==> src/rtl/fetch_pkg.sv <==
// rtl/fetch_pkg.sv - shared widths, fetch bundle type and slot-ordering helpers
package fetch_pkg;

  localparam int FETCH_WIDTH = 4;
  localparam int PC_W        = 15;
  localparam int INSTR_W     = 16;

  typedef logic [FETCH_WIDTH-1:0][INSTR_W-1:0] instr_vec_t;

  typedef struct packed {
    logic [PC_W-1:0] pc;
    instr_vec_t      instr;
  } fetch_bundle_t;

  // Slot 0 lives in the most significant field of every flat bus.
  function automatic logic [FETCH_WIDTH*INSTR_W-1:0] flatten_instr(input instr_vec_t v);
    logic [FETCH_WIDTH*INSTR_W-1:0] f;
    f = '0;
    for (int i = 0; i < FETCH_WIDTH; i++) begin
      f[(FETCH_WIDTH-1-i)*INSTR_W +: INSTR_W] = v[i];
    end
    return f;
  endfunction

  function automatic instr_vec_t unflatten_instr(input logic [FETCH_WIDTH*INSTR_W-1:0] f);
    instr_vec_t v;
    v = '0;
    for (int i = 0; i < FETCH_WIDTH; i++) begin
      v[i] = f[(FETCH_WIDTH-1-i)*INSTR_W +: INSTR_W];
    end
    return v;
  endfunction

  // Consecutive word addresses wrap modulo 2^PC_W inside one bundle.
  function automatic logic [FETCH_WIDTH*PC_W-1:0] pc_slots(input logic [PC_W-1:0] base);
    logic [FETCH_WIDTH*PC_W-1:0] f;
    f = '0;
    for (int i = 0; i < FETCH_WIDTH; i++) begin
      f[(FETCH_WIDTH-1-i)*PC_W +: PC_W] = base + PC_W'(i);
    end
    return f;
  endfunction

endpackage

==> src/rtl/fetch_queue.sv <==
// rtl/fetch_queue.sv - bundle FIFO with flush, registered head, no bypass
module fetch_queue
  import fetch_pkg::*;
#(
  parameter int DEPTH = 4
) (
  input  logic          clk,
  input  logic          rst,
  input  logic          push,
  input  logic          pop,
  input  logic          flush,
  input  fetch_bundle_t push_data,
  output logic          full,
  output logic          empty,
  output fetch_bundle_t head
);

  localparam int AW = $clog2(DEPTH);

  // Extra MSB on each pointer distinguishes full from empty.
  logic [AW:0]   wr_ptr;
  logic [AW:0]   rd_ptr;
  fetch_bundle_t mem [DEPTH];

  // Pointer update; flush and reset both empty the queue in one step.
  always_ff @(posedge clk or posedge rst) begin
    if (rst) begin
      wr_ptr <= '0;
      rd_ptr <= '0;
    end else if (flush) begin
      wr_ptr <= '0;
      rd_ptr <= '0;
    end else begin
      if (push) wr_ptr <= wr_ptr + 1'b1;
      if (pop)  rd_ptr <= rd_ptr + 1'b1;
    end
  end

  // Storage write; contents need no reset because the pointers gate visibility.
  always_ff @(posedge clk) begin
    if (push && !flush) mem[wr_ptr[AW-1:0]] <= push_data;
  end

  assign empty = (wr_ptr == rd_ptr);
  assign full  = (wr_ptr[AW] != rd_ptr[AW]) && (wr_ptr[AW-1:0] == rd_ptr[AW-1:0]);
  assign head  = empty ? '0 : mem[rd_ptr[AW-1:0]];

endmodule

==> src/rtl/instruction_fetch.sv <==
// rtl/instruction_fetch.sv - four-wide fetch engine with queue and redirect; optional FETCH_STATS_EN counters
module instruction_fetch
  import fetch_pkg::*;
#(
  parameter int          DEPTH    = 4,
  parameter logic [15:0] RESET_PC = 16'h0000
) (
  input  logic                             clk,
  input  logic                             rst,
  output logic [FETCH_WIDTH*PC_W-1:0]      pc_array_flat,
  input  logic [FETCH_WIDTH*INSTR_W-1:0]   instructions_flat,
  input  logic                             redirect_valid,
  input  logic [15:0]                      redirect_pc,
  output logic                             out_valid,
  input  logic                             out_ready,
  output logic [15:0]                      out_pc,
  output logic [FETCH_WIDTH*INSTR_W-1:0]   out_instructions_flat,
  output logic                             fetch_stall
`ifdef FETCH_STATS_EN
  ,
  output logic [31:0]                      fetch_count,
  output logic [31:0]                      stall_count
`endif
);

  logic [PC_W-1:0] fpc;
  logic            full;
  logic            empty;
  logic            push;
  logic            pop;
  fetch_bundle_t   push_data;
  fetch_bundle_t   head;

  assign out_valid   = !empty;
  assign pop         = out_valid & out_ready;
  assign push        = !redirect_valid & (!full | pop);
  assign fetch_stall = !redirect_valid & full & !pop;

  // The cache sees the current pointer every cycle, even while stalled.
  assign pc_array_flat = pc_slots(fpc);

  // Capture the combinational cache return alongside its fetch address.
  always_comb begin
    push_data.pc    = fpc;
    push_data.instr = unflatten_instr(instructions_flat);
  end

  // Fetch pointer: redirect wins, otherwise advance one bundle per push.
  always_ff @(posedge clk or posedge rst) begin
    if (rst) begin
      fpc <= RESET_PC[15:1];
    end else if (redirect_valid) begin
      fpc <= redirect_pc[15:1];
    end else if (push) begin
      fpc <= fpc + PC_W'(FETCH_WIDTH);
    end
  end

  fetch_queue #(
    .DEPTH(DEPTH)
  ) u_queue (
    .clk      (clk),
    .rst      (rst),
    .push     (push),
    .pop      (pop),
    .flush    (redirect_valid),
    .push_data(push_data),
    .full     (full),
    .empty    (empty),
    .head     (head)
  );

  assign out_pc                = {head.pc, 1'b0};
  assign out_instructions_flat = flatten_instr(head.instr);

`ifdef FETCH_STATS_EN
  // Free-running statistics; redirect deliberately leaves them alone.
  always_ff @(posedge clk or posedge rst) begin
    if (rst) begin
      fetch_count <= '0;
      stall_count <= '0;
    end else begin
      if (push)        fetch_count <= fetch_count + 32'd1;
      if (fetch_stall) stall_count <= stall_count + 32'd1;
    end
  end
`endif

endmodule

==> config.mk <==
export PLATFORM = sky130hd
export DESIGN_NAME = instruction_fetch
export DESIGN_NICKNAME = d
export VERILOG_FILES = /design/src/rtl/fetch_pkg.sv /design/src/rtl/fetch_queue.sv /design/src/rtl/instruction_fetch.sv
export SDC_FILE = /design/constraint.sdc
export NUM_CORES = 1
export LEC_CHECK = 0
export CORE_UTILIZATION = 50
export CTS_CLUSTER_SIZE = 24
export DETAILED_ROUTE_END_ITERATION = 8
export GPL_TIMING_DRIVEN = 0
export MAX_ROUTING_LAYER = met4
export PLACE_DENSITY = 0.86
export SETUP_SLACK_MARGIN = 0.5
export SYNTH_ARGS = -nofsm -noshare
export SYNTH_HDL_FRONTEND = slang
export SYNTH_SLANG_ARGS = --single-unit
==> constraint.sdc <==
create_clock -name clk -period 13.85 [get_ports clk]
set_input_delay 2.0775 -clock clk [delete_from_list [all_inputs] [get_ports clk]]
set_output_delay 2.0775 -clock clk [all_outputs]
set_load 0.005 [all_outputs]
[Word-level counts from Yosys, hierarchy flattened]
Memories as Yosys holds them, arrays and structs flattened.
Index checks and enable logic that the tools add are counted.
W data, S select, Z words.
Word-level totals
  bits in registers: 21
  memory bits (writable): 316
  input port bits: 84
  output and inout bits: 142
  memories kept: 1
Operators by class
  $add $sub $neg: 6
  equality and inequality tests: 3
  muxes and demuxes: 9
  bitwise gates (word level): 5
  reductions and logical operators: 8
Memory list
  u_queue.mem: depth 4, bits a word 79, read ports 1, clocked after Yosys merged registers in 0, wr ports 1, line fetch_queue.sv:23  | fetch_bundle_t mem [DEPTH];
Operators by type and width (number)
  $mux W79: 1
  $add A15 B2 Y15 const B: 2
  $mux W15: 2
  $add A15 B1 Y15 const B: 1
  $add A15 B3 Y15 const B: 1
  $mux W3: 4
  $add A3 B1 Y3 const B: 2
  $and A1 B1 Y1: 4
  $logic_not A1 Y1: 4
  $reduce_bool A2 Y1: 2
  $eq A3 B3 Y1: 1
  $eq A2 B2 Y1: 1
  $logic_and A1 B1 Y1: 2
  $mux W1: 2
  $ne A1 B1 Y1: 1
  $or A1 B1 Y1: 1

[Longest topological paths before layout]
Gate-level depths: netlist (run 1).
  depth in word-level cells: 8
  gate-level depth with buffers: 7
  gate-level depth less buffers: 6

[Cells and area by module]
From an unflattened synthesis (run 1), not the netlist that was laid out.
Second synthesis, totals
  cell total of the unflattened synthesis: 750
  area total of the unflattened synthesis: 14266.2 µm²
Modules (own cells, without submodules)
  fetch_queue: times used 1, cells an instance 555, area an instance 12652.1 µm²
  instruction_fetch: times used 1, cells an instance 195, area an instance 1614.0 µm²

[Least setup slack after synthesis (run 1)]
OpenSTA, ideal clock, no wires.
  path type: input-to-reg
  start: input out_ready
  end: memory u_queue.mem[3][0] (netlist name) (enable)
  arrival time: 7801 ps
  path slack: 5436 ps
  stages: 4
  buffers on the path: 2
  path through: nor4_4 -> buf_4 -> buf_4 -> nor3_1
On the way
  longest elaborated chain between the ends: 6
RTL lines
  from (decl): line instruction_fetch.sv:15  | input logic out_ready,
  $and A1 B1 Y1: line instruction_fetch.sv:35  | assign pop = out_valid & out_ready;
  $or A1 B1 Y1: line instruction_fetch.sv:36  | assign push = !redirect_valid & (!full | pop);
  $and A1 B1 Y1: line instruction_fetch.sv:36
  $logic_and A1 B1 Y1: line fetch_queue.sv:41  | if (push && !flush) mem[wr_ptr[AW-1:0]] <= push_data;
  $mux W1: line fetch_queue.sv:41
  $mux W1 (implied by the code): line fetch_queue.sv:41
  to (decl): line fetch_queue.sv:23
No other way between the ends.

[Worst setup path after layout (run 1)]
  start: input out_ready
  end: output fetch_stall
On the way
  longest elaborated chain between the ends: 3
RTL lines
  $and A1 B1 Y1: line instruction_fetch.sv:35
  $logic_not A1 Y1: line instruction_fetch.sv:37  | assign fetch_stall = !redirect_valid & full & !pop;
  $and A1 B1 Y1: line instruction_fetch.sv:37
  to (decl): line instruction_fetch.sv:18  | output logic fetch_stall
No other way between the ends.

==> run_results.csv, run 1 <==
group,metric,value,unit
run_status,outcome,"finished, final reports clean",
floorplanning,start_util,51.2,%
sta,max_slew.worst_pin.slew,0.921,ns
sta,rsz0062_at_grt,"false",
synth,synth_largest_type_area_fraction,68.6,%
routing,drt_wl_total,29400,um
finish,fin_nets,1106,
synth,ys_types,41,
synth,synth_seq_cells,337,
sta,whs,0.563,ns
sta,fmax,0.158,GHz
cts,clockRootBuffer,"clkbuf_16",
global_routing,met2_usage,36.4,%
cts,cts_resized,0,
cts,numCtsBuffers,35,
cts,clk_pin_slew_worst_paths,0.05,ns
routing,drtPass1Iterations,5,
floorplanning,core_area,27000,um^2
power_and_ir_drop,p_leak,5.87,nW
finish,multi_input_area,3570,um^2
routing,drc,0,
job,max_cap_viol_count,0,
cts,cts_tree,"done",
setup_path,cp_max_fo,10,
cts,clockBufferDepth,3,
placement,gp_congestion,0.794,
floorplanning,dieArea,28300,um^2
setup_path,required,11.77,ns
sta,fin_crit,6.31,ns
global_routing,grt_max_degree,57,
sta,slew_headroom,38.3,%
cts,clkLatencyLatePin,0.50,ns
finish,fillers,1814,
setup_path,worstSetupEndpointType,"output port",
synth,synth_area_leaders,"edfxtp_1, mux4_2, dfrtp_1, and2_1, xnor2_1",
synth,yosysTopAreaCell,"edfxtp_1",
cts,cts_sinks,337,
synth,synth_nets,835,
sta,fin_tns_setup,0,ns
placement,portBuffers,223,
floorplanning,die_x,168,um
global_routing,grt_pass1_vias,7960,
worst_hold_path,hold_class,"reg -> reg",
setup_path,critical_path_class,"in -> out",
cts,ctsHoldBuffers,0,
finish,syn2layout_area_growth,28.3,%
synth,synth_edf_count,316,
global_routing,grt_pass1_wl,45300,um
finish,drive_above_1_share,17.2,%
sta,setup_viol,0,
routing,vias,7587,
routing,wire_per_inst,21.3,um
global_routing,antenna_found_initial,1,
sta,hold_viol_final,0,
sta,finClkSkew,0.0211,ns
synth,ys_async_sr_fraction,6.23,%
placement,dpl.hpwl,18600,um
finish,seq_area,10000,um^2
power_and_ir_drop,power.density,159,nW/um^2
global_routing,gr-usage-met3,3.67,%
floorplanning,num_rows,60,
cts,htreeDepth,2,
synth,syn-cell-area,13800,um^2
synth,yosysSeqAreaShare,72.4,%
sta,fin_crit_sh,45.6,%
sta,finalMaxSlewViolations,0,
synth,syn_inst,741,
floorplanning,ios,226,
synth,ys_warn_count,0,
synth,syn_area_per_cell,18.7,um^2
power_and_ir_drop,peakVddDrop,96.8,uV
global_routing,grt_overflow_total,0,
global_routing,grt-busiest-layer,"met2",
global_routing,use_met1,28.4,%
routing,ant_nets,0,
synth,synth-main-ff-cell,"edfxtp_1",
setup_path,start_kind,"input pin",
routing,vias_per_cell,5.50,
global_routing,grt_use_total,21.9,%
routing,initialDrtViolationCount,542,
floorplanning,fp.dieH,168,um
setup_path,worstPathArrival,4.23,ns
cts,cts_setup_buffers,0,
## cells by family (layout without fill, tap and decap cells)
group,after synthesis,in the layout,share of synthesized area (%)
other cells,1,2,0.0271
fa+ha+maj,10,10,0.904
mux,81,81,13.0
simple gates,176,176,7.23
compound gates,32,32,1.41
flops,337,337,72.4
xor+xnor,48,48,3.15
buf+inv,56,353,1.88
## cells in the mapped netlist, types with 2 or more instances
| cell | number |
|---|---|
| a21oi_1 | 2 |
| a31oi_1 | 9 |
| and2_1 | 83 |
| buf_2 | 16 |
| buf_4 | 8 |
| clkbuf_1 | 23 |
| dfrtp_1 | 21 |
| edfxtp_1 | 316 |
| ha_1 | 10 |
| inv_1 | 8 |
| mux2i_1 | 2 |
| mux4_2 | 79 |
| nand2_1 | 30 |
| nand3_1 | 5 |
| nand4_1 | 4 |
| nor2_1 | 26 |
| nor3_1 | 4 |
| nor4_1 | 2 |
| o21ai_0 | 13 |
| o31ai_1 | 4 |
| o41ai_1 | 2 |
| or2_2 | 2 |
| or3_1 | 6 |
| or3_2 | 2 |
| or4_1 | 3 |
| xnor2_1 | 26 |
| xor2_1 | 20 |
| xor2_2 | 2 |
## routing by layer
metal,vias to the layer above,wire [um]
li1,3418,-
met1,3861,12300
met2,274,15000
met3,34,1680
met4,0,454
met5,-,0
## registers in the layout, summed over array words and instances, names as in the netlist
register        cells
fpc                15
u_queue.rd_ptr      3
u_queue.mem       316
u_queue.wr_ptr      3
## cell usage in the layout, fill, tap and decap left out, types with 8 or more instances in the layout
master / instances
a31oi_1: 9
and2_1: 80
xnor2_1: 26
nor2_1: 26
clkdlybuf4s50_1: 223
clkbuf_16: 36
o21ai_0: 13
inv_1: 8
mux4_2: 79
edfxtp_1: 316
nand2_1: 30
ha_1: 10
buf_4: 9
xor2_1: 20
buf_2: 16
clkbuf_1: 32
dfrtp_1: 21
## path summary, 6_finish.rpt
| path | startpoint | end | slack [ns] | cells after the start |
|---|---|---|---|---|
| setup / recovery | out_ready | fetch_stall | 7.54 | 6 |
| hold / removal | fpc[12]$_DFFE_PP0P_ | u_queue.mem[0][76]$_DFFE_PP_ | 0.56 | 0 |
| setup reg to reg | u_queue.rd_ptr[1]$_DFFE_PP0P_ | u_queue.mem[3][28]$_DFFE_PP_ | 10.56 | 10 |
| hold reg to reg | fpc[12]$_DFFE_PP0P_ | u_queue.mem[0][76]$_DFFE_PP_ | 0.56 | 0 |
| max in group asynchronous | rst | fpc[4]$_DFFE_PP0P_ | 11.21 | 2 |
| min in group asynchronous | rst | fpc[1]$_DFFE_PP0P_ | 2.10 | 2 |
## report_power, final
part / internal, mW / switching [mW] / total (mW)
Combinational: 0.432 / 0.318 / 0.750
Sequential: 1.19 / 0.0263 / 1.21
Clock: 0.491 / 0.361 / 0.852
## critical path, stage by stage
cell and delay [ns]:
clkdlybuf4s50_1 0.55, nor4_4 0.47, buf_4 0.27, buf_4 0.20, and2_1 0.14, clkdlybuf4s50_1 0.52
## layout make-up
cell class / instances / share of cell area (%)
Clock inverter: 16 / 0.557
Inverter: 9 / 0.190
Antenna cell: 1 / 0.0141
Clock buffer: 47 / 5.42
Timing Repair Buffer: 234 / 13.6
Buffer: 47 / 1.28
Tap cell: 341 / 2.40
Sequential cell: 337 / 56.4
Multi-Input combinational cell: 348 / 20.1
## per-stage QoR
step                util, %  setup slack (ns)  area (um^2)  power [mW]  cells
CTS                    65.6              7.54        17700        2.85   1379
detailed placement     61.7              7.54        16700        1.99   1316
finish                 65.7              7.54        17700        2.82   1380
global route           65.7              7.43        17700        2.93   1380
global placement       61.0             0.603        16500        1.98   1305
floorplan                 -              5.44        13800        1.59    741
Power figures use the tool's default switching activity.
==> run 2: changes to the inputs <==
==> constraint.sdc (replaced) <==
create_clock -name clk -period 6.31 [get_ports clk]
set_input_delay 0.9465 -clock clk [delete_from_list [all_inputs] [get_ports clk]]
set_output_delay 0.9465 -clock clk [all_outputs]
set_load 0.005 [all_outputs]
==> run_results.csv, run 2 (same netlist as run 1, synthesis figures left out) <==
group,metric,value,unit
cts,clockBufferDepth,3,
routing,ant_nets,0,
routing,vias,7588,
global_routing,gr-usage-met3,4.21,%
global_routing,grt-busiest-layer,"met2",
setup_path,cp_cell_sequence,"buf_2 > xor2_2 > or3_1 > clkbuf_1 > clkbuf_1 > and2_1 > clkdlybuf4s50_1",
finish,final_core_util,66.0,%
global_routing,grt_pass1_vias,8105,
global_routing,antenna_found_initial,2,
routing,drc,0,
routing,wire_per_inst,21.5,um
finish,largest_register_ffs,316,
setup_path,cp_max_fo,10,
finish,finish.instance_area,17800,um^2
setup_path,crit_family,"buffers and inverters",
finish,final_common_cell,"edfxtp_1",
setup_path,worstPathArrival,3.54,ns
sta,fmax,0.223,GHz
setup_path,cpMaxStageDelayCell,"clkbuf_1",
routing,vias_per_cell,5.51,
setup_path,critical_path_class,"reg -> out",
setup_path,critical_path_buf_inv_count,4,
routing,drt_wl_total,29600,um
global_routing,grt_pass1_wl,45600,um
sta,whs,0.576,ns
sta,worst_slack,1.83,ns
cts,clockRootBuffer,"clkbuf_16",
sta,setup_viol,0,
setup_path,start_kind,"register",
cts,cts_tree,"done",
power_and_ir_drop,peakVddDrop,182,uV
run_status,outcome,"finished, final reports clean",
sta,hold_viol_final,0,
sta,finalMaxSlewViolations,0,
sta,fin_crit,4.48,ns
finish,syn2layout_area_growth,28.9,%
floorplanning,core_area,27000,um^2
global_routing,grt_max_degree,53,
placement,gp_congestion,0.852,
cts,cts_setup_buffers,0,
cts,cts_sinks,337,
sta,finClkSkew,0.00733,ns
finish,drive_above_1_share,17.0,%
finish,layout_common_cells,"edfxtp_1, clkdlybuf4s50_1, and2_1, mux4_2, clkbuf_16",
floorplanning,fp.dieH,168,um
global_routing,grt_use_total,21.9,%
setup_path,worstSetupEndpointType,"output port",
sta,slew_headroom,45.5,%
floorplanning,die_x,168,um
placement,portBuffers,223,
job,max_cap_viol_count,0,
floorplanning,num_rows,60,
finish,fin_nets,1103,
routing,initialDrtViolationCount,578,
placement,place_area,16700,um^2
cts,htreeDepth,2,
cts,clkLatencyLatePin,0.49,ns
setup_path,cp_slowest_stage_delay,0.60,ns
power_and_ir_drop,p_leak,5.90,nW
setup_path,required,5.36,ns
floorplanning,dieArea,28300,um^2
routing,drtPass1Iterations,5,
sta,rsz0062_at_grt,"false",
placement,pre_cts_slack,2.19,ns
floorplanning,start_util,51.2,%
cts,clk_pin_slew_worst_paths,0.06,ns
worst_hold_path,hold_class,"reg -> reg",
cts,ctsHoldBuffers,0,
global_routing,grt_overflow_total,0,
cts,numCtsBuffers,35,
global_routing,met2_usage,36.6,%
sta,fin_crit_sh,71.0,%
cts,cts_resized,0,
setup_path,crit_top_cell,"clkbuf_1",
power_and_ir_drop,power.density,353,nW/um^2
global_routing,use_met1,27.5,%
sta,max_slew.worst_pin.slew,0.817,ns
placement,dpl.hpwl,19000,um
floorplanning,ios,226,
==> run 2: cell count changes in the layout (fill, tap and decap cells not counted), moves of 2 or more <==
cell,before,now
buf_16,3,7
buf_6,5,0
bufinv_16,0,4
clkbuf_1,32,30
==> run 2: area by class of cell <==
cell class,instances,area [um^2]
antenna,2,5.00
buffer,47,226
clock buffer,43,916
clock inverter,18,198
fill,1798,9190
inverter,9,33.8
multi-input combinational,348,3580
sequential,337,10000
tap,341,427
timing repair buffer,231,2440
==> run 2: path summary, 6_finish.rpt <==
| check | startpoint | endpoint | slack [ns] | depth (start not counted) |
|---|---|---|---|---|
| max | u_queue.rd_ptr[0]$_DFFE_PP0P_ | out_pc[5] | 1.83 | 7 |
| min | fpc[11]$_DFFE_PP0P_ | u_queue.mem[2][75]$_DFFE_PP_ | 0.58 | 0 |
| max reg2reg | u_queue.rd_ptr[1]$_DFFE_PP0P_ | u_queue.mem[2][17]$_DFFE_PP_ | 3.26 | 8 |
| min reg2reg | fpc[11]$_DFFE_PP0P_ | u_queue.mem[2][75]$_DFFE_PP_ | 0.58 | 0 |
| max in group asynchronous | rst | fpc[0]$_DFFE_PP0P_ | 4.86 | 2 |
| min in group asynchronous | rst | fpc[8]$_DFFE_PP0P_ | 0.93 | 2 |
==> run 2: per-layer routing <==
metal	part of all wire [%]	up-vias	wire, um
met5	0	-	0
met4	1.9	0	575
met3	6.0	45	1770
met2	51	285	15100
li1	-	3422	-
met1	41	3836	12200
==> run 2: through the flow <==
| step | setup TNS, ns | total power [mW] | instances |
|---|---|---|---|
| detailed placement | 0 | 4.37 | 1313 |
| global placement | -129.94 | 4.34 | 1305 |
| CTS | 0 | 6.37 | 1374 |
| floorplan | 0 | 3.50 | 741 |
| finish | 0 | 6.30 | 1376 |
| global route | 0 | 6.56 | 1376 |
==> run 2: power breakdown <==
part	internal [mW]	total [mW]	switching, mW
logic	0.951	1.65	0.696
clock network	1.20	1.99	0.795
registers	2.60	2.66	0.0590
total	4.75	6.30	1.55
